## config.mk

```make
export PLATFORM = sky130hd
export DESIGN_NAME = qq_sorted_node
export DESIGN_NICKNAME = d
export VERILOG_FILES = /design/src/rtl/qq_pkg.sv /design/src/rtl/qq_cell.sv /design/src/rtl/qq_sorted_node.sv
export SDC_FILE = /design/constraint.sdc
export NUM_CORES = 2
export LEC_CHECK = 0
export ABC_CLOCK_PERIOD_IN_PS = 9400
export CORE_MARGIN = 5
export CORE_UTILIZATION = 55
export DETAILED_ROUTE_END_ITERATION = 10
export HOLD_SLACK_MARGIN = 0.06
export PLACE_DENSITY = 0.72
export SETUP_SLACK_MARGIN = 0.02
export SYNTH_ARGS = -nofsm -noshare
export SYNTH_HDL_FRONTEND = slang
export SYNTH_HIERARCHICAL = 1
export SYNTH_SLANG_ARGS = --single-unit
```

## constraint.sdc

```tcl
create_clock -name clk -period 9.4 [get_ports clk]
set_input_delay 1.88 -clock clk [delete_from_list [all_inputs] [get_ports clk]]
set_output_delay 1.88 -clock clk [all_outputs]
set_load 0.005 [all_outputs]
```

## src/rtl/qq_pkg.sv

```systemverilog
// qq_pkg: shared op/state enums and ordering helpers for the QuickQueue node
package qq_pkg;
  localparam int MAX_W = 64;
  typedef enum logic [1:0] {OP_IDLE, OP_ENQ, OP_DEQ, OP_REPL} qq_op_e;
  typedef enum logic [1:0] {ST_EMPTY, ST_PARTIAL, ST_FULL} qq_state_e;
  function automatic logic [MAX_W-1:0] empty_val(input logic min_first);
    return min_first ? '1 : '0;
  endfunction
  function automatic logic better(input logic [MAX_W-1:0] a, input logic [MAX_W-1:0] b, input logic min_first);
    return min_first ? (a < b) : (a > b);
  endfunction
endpackage

```

## src/rtl/qq_cell.sv

```systemverilog
// qq_cell: one sorted-queue entry choosing hold, shift-left, shift-right or load each clock
module qq_cell
  import qq_pkg::*;
#(
  parameter int DATA_W    = 32,
  parameter bit MIN_FIRST = 1,
  parameter bit HEAD      = 0
) (
  input  logic              clk,
  input  logic              rst_n,
  input  logic              flush,
  input  qq_op_e            op,
  input  logic [DATA_W-1:0] word,
  input  logic [DATA_W-1:0] left,
  input  logic [DATA_W-1:0] right,
  input  logic              ins_prev,
  input  logic              ins_here,
  input  logic              ins_next,
  output logic [DATA_W-1:0] data
);
  localparam logic [DATA_W-1:0] EMPTY = DATA_W'(empty_val(MIN_FIRST));
  logic [DATA_W-1:0] nxt;
  always_comb begin
    nxt = op == OP_ENQ  ? (ins_prev ? left : ins_here ? word : data) :
          op == OP_DEQ  ? right :
          op == OP_REPL ? ((ins_here && !HEAD) ? data : ins_next ? word : right) :
          data;
  end
  always_ff @(posedge clk or negedge rst_n) begin
    if (!rst_n) data <= EMPTY;
    else if (flush) data <= EMPTY;
    else data <= nxt;
  end
endmodule

```

## src/rtl/qq_sorted_node.sv

```systemverilog
// qq_sorted_node: register-based sorted priority queue node with spill/refill chaining
module qq_sorted_node
  import qq_pkg::*;
#(
  parameter int DATA_W    = 32,
  parameter int DEPTH     = 16,
  parameter bit MIN_FIRST = 1,
  parameter int CNT_W     = $clog2(DEPTH + 1)
) (
  input  logic              clk,
  input  logic              rst_n,
  input  logic              flush_i,
  input  logic              enq_valid_i,
  input  logic [DATA_W-1:0] enq_data_i,
  output logic              enq_ready_o,
  output logic              deq_valid_o,
  output logic [DATA_W-1:0] deq_data_o,
  input  logic              deq_ready_i,
  output logic              spill_valid_o,
  output logic [DATA_W-1:0] spill_data_o,
  input  logic              spill_ready_i,
  input  logic              refill_valid_i,
  input  logic [DATA_W-1:0] refill_data_i,
  output logic              refill_ready_o,
  output logic [CNT_W-1:0]  count_o,
  output logic              full_o,
  output logic              empty_o
);
  localparam logic [DATA_W-1:0] EMPTY = DATA_W'(empty_val(MIN_FIRST));
  logic [DATA_W-1:0] e [DEPTH];
  logic [DATA_W-1:0] ext [DEPTH+1];
  logic [DATA_W-1:0] word, spill_word;
  logic [DEPTH:0]    ins;
  logic [CNT_W-1:0]  count, cnt_nx;
  qq_state_e         state, state_nx;
  qq_op_e            op, cop;
  logic              enq_fire, deq_fire, spill_go;
  assign full_o         = state == ST_FULL;
  assign empty_o        = state == ST_EMPTY;
  assign count_o        = count;
  assign deq_valid_o    = !empty_o;
  assign deq_data_o     = e[0];
  assign deq_fire       = deq_valid_o & deq_ready_i;
  assign enq_ready_o    = !full_o | deq_fire | spill_ready_i;
  assign enq_fire       = enq_valid_i & enq_ready_o;
  assign refill_ready_o = deq_fire & !enq_valid_i & refill_valid_i;
  assign op   = (enq_fire && deq_fire) ? OP_REPL : enq_fire ? OP_ENQ : deq_fire ? OP_DEQ : OP_IDLE;
  assign cop  = refill_ready_o ? OP_REPL : op;
  assign word = refill_ready_o ? refill_data_i : enq_data_i;
  assign spill_go   = op == OP_ENQ && full_o;
  assign spill_word = ins[DEPTH-1] ? e[DEPTH-1] : enq_data_i;
  assign ins[DEPTH] = 1'b1;
  assign ext[DEPTH] = EMPTY;
  for (genvar i = 0; i < DEPTH; i++) begin : g_cell
    assign ext[i] = e[i];
    assign ins[i] = better(MAX_W'(word), MAX_W'(e[i]), MIN_FIRST) | (CNT_W'(i) >= count);
    qq_cell #(
      .DATA_W   (DATA_W),
      .MIN_FIRST(MIN_FIRST),
      .HEAD     (i == 0)
    ) u_cell (
      .clk     (clk),
      .rst_n   (rst_n),
      .flush   (flush_i),
      .op      (cop),
      .word    (word),
      .left    (e[(i > 0) ? i - 1 : 0]),
      .right   (ext[i+1]),
      .ins_prev((i > 0) & ins[(i > 0) ? i - 1 : 0]),
      .ins_here(ins[i]),
      .ins_next(ins[i+1]),
      .data    (e[i])
    );
  end
  always_comb begin
    cnt_nx   = (op == OP_ENQ && !full_o) ? count + 1'b1 :
               (op == OP_DEQ && !refill_ready_o) ? count - 1'b1 : count;
    state_nx = cnt_nx == '0 ? ST_EMPTY : cnt_nx == CNT_W'(DEPTH) ? ST_FULL : ST_PARTIAL;
  end
  always_ff @(posedge clk or negedge rst_n) begin
    if (!rst_n) begin
      count <= '0;
      state <= ST_EMPTY;
    end else if (flush_i) begin
      count <= '0;
      state <= ST_EMPTY;
    end else begin
      count <= cnt_nx;
      state <= state_nx;
    end
  end
  always_ff @(posedge clk or negedge rst_n) begin
    if (!rst_n) begin
      spill_valid_o <= 1'b0;
      spill_data_o  <= '0;
    end else if (flush_i) begin
      spill_valid_o <= 1'b0;
    end else begin
      spill_valid_o <= spill_go;
      if (spill_go) spill_data_o <= spill_word;
    end
  end
endmodule

```

; ---- Word level (Yosys, flattened, before mapping)
; Index checks and enable logic that the tools add are counted.
; W data, S select, Z words.
[word_totals]
register_bits = 552
input_bits = 71
out_inout_bits = 75
word_cells = 209
[classes]
addsub = 2
order_cmp = 32
n_eq_ne = 9
n_mux = 109
bitwise = 23
reduce_logical = 14
[ops]
columns = cell, n
row1 = $mux W32, 98
row2 = $lt A32 B32 Y1, 16
row3 = $ge A4 B5 Y1 const A, 8
row4 = $ge A3 B5 Y1 const A, 4
row5 = $or A1 B1 Y1, 18
row6 = $mux W5, 3
row7 = $mux W2, 7
row8 = $ge A1 B5 Y1 const A, 2
row9 = $ge A2 B5 Y1 const A, 2
row10 = $eq A2 B2 Y1 const B, 4
row11 = $reduce_and A2 Y1, 3
row12 = $add A5 B1 Y5 const B, 1
row13 = $eq A5 B5 Y1 const B, 1
row14 = $logic_not A5 Y1, 1
row15 = $sub A5 B1 Y5 const B, 1
row16 = $and A1 B1 Y1, 4
row17 = $eq A2 B1 Y1 const B, 2
row18 = $logic_and A1 B1 Y1, 4
row19 = $logic_not A1 Y1, 4
row20 = $ne A4 B4 Y1 const B, 1
row21 = $reduce_bool A4 Y1, 1
row22 = $ne A3 B2 Y1 const B, 1
row23 = $logic_not A2 Y1, 1
row24 = $mux W1, 1
row25 = $not A1 Y1, 1

; ---- Logic depth before layout (Yosys ltp)
[logic_depth]
word_depth = 16
depth_mapped = 19

; ---- Hierarchy
; Netlist, hierarchy kept.
[by_module_without_submodules]
columns = module, instances, cells_each, area_each_um2, seq_area_each_um2
row1 = qq_cell at g_cell[10].u_cell ..., 15, 300, 2646.3, 840.8
row2 = qq_sorted_node, 1, 1996, 15083.2, 1001.0
row3 = qq_cell at g_cell[0].u_cell, 1, 299, 2605.0, 840.8

; ---- Worst setup path before layout
; OpenSTA, ideal clock, no wires.
[synth_path]
path_type = in2reg
startpoint = in enq_valid_i
endpoint = reg g_cell[9].u_cell.data[3]
arrival_ps = 6771
t_required_ps = 9309
slack_ps = 2538
cell_stages = 17
cell_sequence = clkbuf_1 nor3_1 clkbuf_1 mux2_2 ha_1 a21o_1 a21o_1 a21o_1 a2111oi_0 o211ai_1 a221o_1 a2bb2oi_1 clkbuf_1 buf_2 mux2_2 a21oi_1 a31oi_2
[synth_between]
word_cells_on_any_way = 27
classes_between = 3 x order compare / 3 x eq/ne / 12 x mux / 6 x bitwise / 3 x reduce/logical
[synth_rtl]
columns = item, line
row1 = "start, declared", qq_sorted_node.sv:13  ; input logic enq_valid_i,
row2 = $logic_not A1 Y1, qq_sorted_node.sv:46  ; assign refill_ready_o = deq_fire & !enq_valid_i & refill_valid_i;
row3 = $and A1 B1 Y1 (2 in a row), qq_sorted_node.sv:46
row4 = $mux W32, qq_sorted_node.sv:49  ; assign word = refill_ready_o ? refill_data_i : enq_data_i;
row5 = named net word[9], qq_sorted_node.sv:32  ; logic [DATA_W-1:0] word, spill_word;
row6 = $lt A32 B32 Y1, qq_pkg.sv:10  ; return min_first ? (a < b) : (a > b);
row7 = $or A1 B1 Y1, qq_sorted_node.sv:56  ; assign ins[i] = better(MAX_W'(word), MAX_W'(e[i]), MIN_FIRST) | (CNT_W'(i) >= count);
row8 = named net ins[8], qq_sorted_node.sv:33  ; logic [DEPTH:0] ins;
row9 = $mux W32, --
row10 = $mux W32, qq_cell.sv:24  ; nxt = op == OP_ENQ ? (ins_prev ? left : ins_here ? word : data) :
row11 = $mux W32, qq_cell.sv:31  ; else if (flush) data <= EMPTY;
row12 = "end signal, assigned", qq_cell.sv:32  ; else data <= nxt;
row13 = "end, declared", qq_cell.sv:19  ; output logic [DATA_W-1:0] data
; The timed path passes the listed nets, and every way through them passes these cells. The select of a mux whose other input is x is not followed.
; A chain may end at the register's enable or synchronous reset.

; ---- Worst setup path in the final report
[layout_path]
startpoint = in deq_ready_i
endpoint = reg g_cell[14].u_cell.data[5]
[layout_between]
word_cells_on_any_way = 30
classes_between = 3 x order compare / 3 x eq/ne / 13 x mux / 9 x bitwise / 2 x reduce/logical
[layout_rtl]
columns = item, line
row1 = "start, declared", qq_sorted_node.sv:18  ; input logic deq_ready_i,
row2 = $and A1 B1 Y1, qq_sorted_node.sv:43  ; assign deq_fire = deq_valid_o & deq_ready_i;
row3 = $and A1 B1 Y1 (2 in a row), qq_sorted_node.sv:46
row4 = $mux W32, qq_sorted_node.sv:49
row5 = named net word[22], qq_sorted_node.sv:32
row6 = $lt A32 B32 Y1, qq_pkg.sv:10
row7 = $or A1 B1 Y1, qq_sorted_node.sv:56
row8 = named net ins[13], qq_sorted_node.sv:33
row9 = $mux W32 (2 in a row), qq_cell.sv:24
row10 = $mux W32, qq_cell.sv:31
row11 = "end signal, assigned", qq_cell.sv:32
row12 = "end, declared", qq_cell.sv:19
; The timed path passes the listed nets, and every way through them passes these cells. The select of a mux whose other input is x is not followed.

==> flow_summary.toml <==
[status]
outcome = "finished clean"

[place]
portBuffers = 145
placed_area_sq_um = 59300
routabilityCongestion = 0.919
dp_cells = 7953
place_hpwl_mm = 128

[cells_and_area]
final.fill_count = 9063
fin_nets = 7220
final_cells = 8082
final_area_sq_um = 61700
layout-drive-gt1-share_pct = 21.3
synthToLayoutAreaGrowth_pct = 7.55

[detailed_routing]
route.met3.wl_mm = 18.1
route.met2.wl_mm = 80.7
highest_layer = "met5"
num_vias = 54362
final_antenna_net_count = 0
avgRoutedWirePerCell_um = 23.5
drt_iter0_drc = 6119
wl_met1_mm = 85.5
drc = 0
vias_per_cell = 6.73
wirelength_mm = 190
drtPass1Iterations = 8

[synth]
yosys-top-cells-area = "dfstp_2, ha_1, mux2_2, o221ai_1, o21bai_1"
netlist_area_sq_um = 57400
synth-edff-count = 0
yosys_warnings = 6
ys_types = 70
ys_seq_elements = 552
synthFlopType = "dfstp_2"
yosysTopAreaCellShare_pct = 23.4
synthCells = 6795
synth_most_common_cell = "a21oi_1"
yosys-top-cells-count = "a21oi_1, nor2_1, inv_1, nor2b_1, mux2_2"
synth_top_area_cell = "dfstp_2"
seq_area_frac_synth_pct = 25.2
async_flop_share_pct = 100
syn_avg_cell_area_sq_um = 8.44

[floorplan]
row_count = 118
initial_core_util_pct = 55.4
core_area_sq_um = 104000
die_y_um = 333
dieWidth_um = 333
die-area_sq_um = 111000
ios = 146

[worst_setup_path]
cp_data_arrival_time_ns = 8.34
critPathTopFamily = "buffers and inverters"
timing.rr.start = "state[0]"
crit_buf_inv = 5
cp_common_cell = "buf_4"
end_kind = "flop"
worstPathRequired_ns = 9.93
regToRegEndpoint = "g_cell[14].u_cell/data[5]"
setup.worst_path.start = "deq_ready_i"
cpPeakStageDelay_ns = 0.99
path_max_fanout = 64
cp.depth = 19
critPathCapture = "g_cell[14].u_cell/data[5]"
crit_type = "in -> reg"
crit_path_cell_trace = "clkdlybuf4s50_1, o21ai_2, nor3_2, buf_4, mux2_2, buf_4, ha_1, nand3_1, nor3_1, nand3_1, a2111oi_0, or4_1, a21oi_4, buf_4, or2_1, a221o_2, buf_4, nor2_1, a31oi_1"
start_kind = "primary input"
reg2reg_depth = 18
cp_slowest_cell = "a2111oi_0"
r2r_slack_ns = 2.96

[timing]
finalCritPeriodShare_pct = 83.1
slew_headroom_pct = 6.71
tns_ns = 0
skew_ns = 0.0367
rsz0062_at_grt = "no"
tightest_slew_ns = 1.40
finalHoldViolations = 0
max_freq_mhz = 128
setup_viol = 0
finalMaxSlewViolations = 0
period_minus_slack_ns = 7.81

[cts]
clk_pin_slew_ns = 0.06
cts_root_buf = "clkbuf_16"
cts_inserted_buffers = 73
cts_resized = 0
numClockSinks = 552
cts.htree.levels = 3
hold_buffers = 0
clk_latency_ns = 0.67
clk_path_buf_depth = 3
post_cts_buffers = 0
cts_tree = "yes"

[worst_hold_path]
hp-class = "reg -> reg"

[global_routing]
gr-total-overflow = 0
grt_pass1_wl_mm = 300
grt_antenna_before_repair = 8
grt_usage_pct = 32.6
grt_max_degree = 186
grt_pass1_vias = 51661

[flow_run]
drv_cap = 0

[power_and_ir_drop]
power.total_mw = 10.6
cellLeakagePower_nw = 26.9
powerDensity_nw_per_um2 = 172
ir_drop_uv = 196
==> report_power, final <==
part,leakage [nW],switching [mW],internal [mW]
Sequential,5.94,0.554,3.09
Combinational,19.8,2.29,1.72
Clock,1.18,1.20,1.73
Total,26.9,4.04,6.55
==> layout by cell type (no fill, tap or decap), types with 20 or more instances in the layout <==
master / synthesis / layout
clkbuf_1: 365 / 22
nor2_1: 604 / 604
o21bai_1: 498 / 498
a31oi_1: 511 / 510
a21o_1: 131 / 129
nand2_1: 85 / 84
clkbuf_16: 0 / 77
o21ai_0: 86 / 85
dfstp_2: 512 / 512
inv_1: 535 / 535
o221ai_1: 499 / 499
conb_1: 2 / 40
mux2i_1: 32 / 32
dfrtp_1: 40 / 40
a21oi_1: 675 / 673
clkdlybuf4s50_1: 0 / 143
nor2b_1: 530 / 514
mux2_2: 528 / 528
buf_4: 32 / 174
ha_1: 501 / 501
nand4_1: 78 / 78
nand3_1: 43 / 43
a211oi_1: 23 / 20
==> worst min-delay path by stage <==
stage	start	endpoint	slack [ns]	cells past startpoint
2_1_floorplan	g_cell[5].u_cell/data[0]	g_cell[5].u_cell/data[0]	0.49	2
3_3_place_gp	g_cell[4].u_cell/data[23]	g_cell[4].u_cell/data[23]	0.50	2
3_5_place_dp	g_cell[2].u_cell/data[30]	g_cell[2].u_cell/data[30]	0.51	2
4_1_cts	g_cell[2].u_cell/data[30]	g_cell[2].u_cell/data[30]	0.52	2
5_1_grt	g_cell[11].u_cell/data[30]	g_cell[11].u_cell/data[30]	0.53	2
6_report	g_cell[14].u_cell/data[28]	g_cell[14].u_cell/data[28]	0.52	2
==> worst reg2reg max path, delay by kind of cell, from the launching register on <==
family / cells / cell delay (ns)
flops: 1 / 0.39
buf+inv: 4 / 1.50
fa+ha+maj: 1 / 0.31
mux: 1 / 0.68
simple gates: 7 / 1.74
compound gates: 5 / 1.67
==> kinds of logic after synthesis <==
| family | after synthesis | share of synthesized area (%) |
|---|---|---|
| buf+inv | 1134 | 9.26 |
| compound gates | 2576 | 30.7 |
| mux | 560 | 10.9 |
| other cells | 2 | 0.0131 |
| xor+xnor | 4 | 0.0610 |
| fa+ha+maj | 501 | 10.9 |
| flops | 552 | 25.2 |
| simple gates | 1466 | 12.9 |
==> sequential cells by signal, summed over array words and instances, names as in the netlist <==
name and flops:
count_o 5, state 2, spill_data_o 32, spill_valid_o 1
g_cell.u_cell/data 512
==> area by class of cell <==
class,count,area (sq um),share of cell area [%]
Clock buffer,112,2190,3.55
Sequential cell,552,14500,23.4
Multi-Input combinational cell,5147,38000,61.6
Tap cell,1380,1730,2.80
Timing Repair Buffer,336,3110,5.04
Antenna cell,1,2.50,0.00405
Inverter,538,2030,3.28
Clock inverter,16,215,0.349
==> per-layer routing <==
| metal | track usage (%) | vias to the layer above |
|---|---|---|
| met2 | 48.0 | 2530 |
| met1 | 48.4 | 26559 |
| li1 | - | 24895 |
| met5 | 0 | - |
| met4 | 9.55 | 12 |
| met3 | 6.46 | 366 |
==> stage by stage <==
| stage | setup WS (ns) | hold WS, ns | utilization, % |
|---|---|---|---|
| detailed placement | 1.25 | 0.508 | 57.2 |
| global placement | 1.30 | 0.504 | 57.2 |
| floorplan | 2.54 | 0.493 | - |
| finish | 1.59 | 0.517 | 59.5 |
| CTS | 1.89 | 0.516 | 59.5 |
| global route | 1.39 | 0.528 | 59.5 |
No activity file was read; power rests on OpenSTA's default activity.
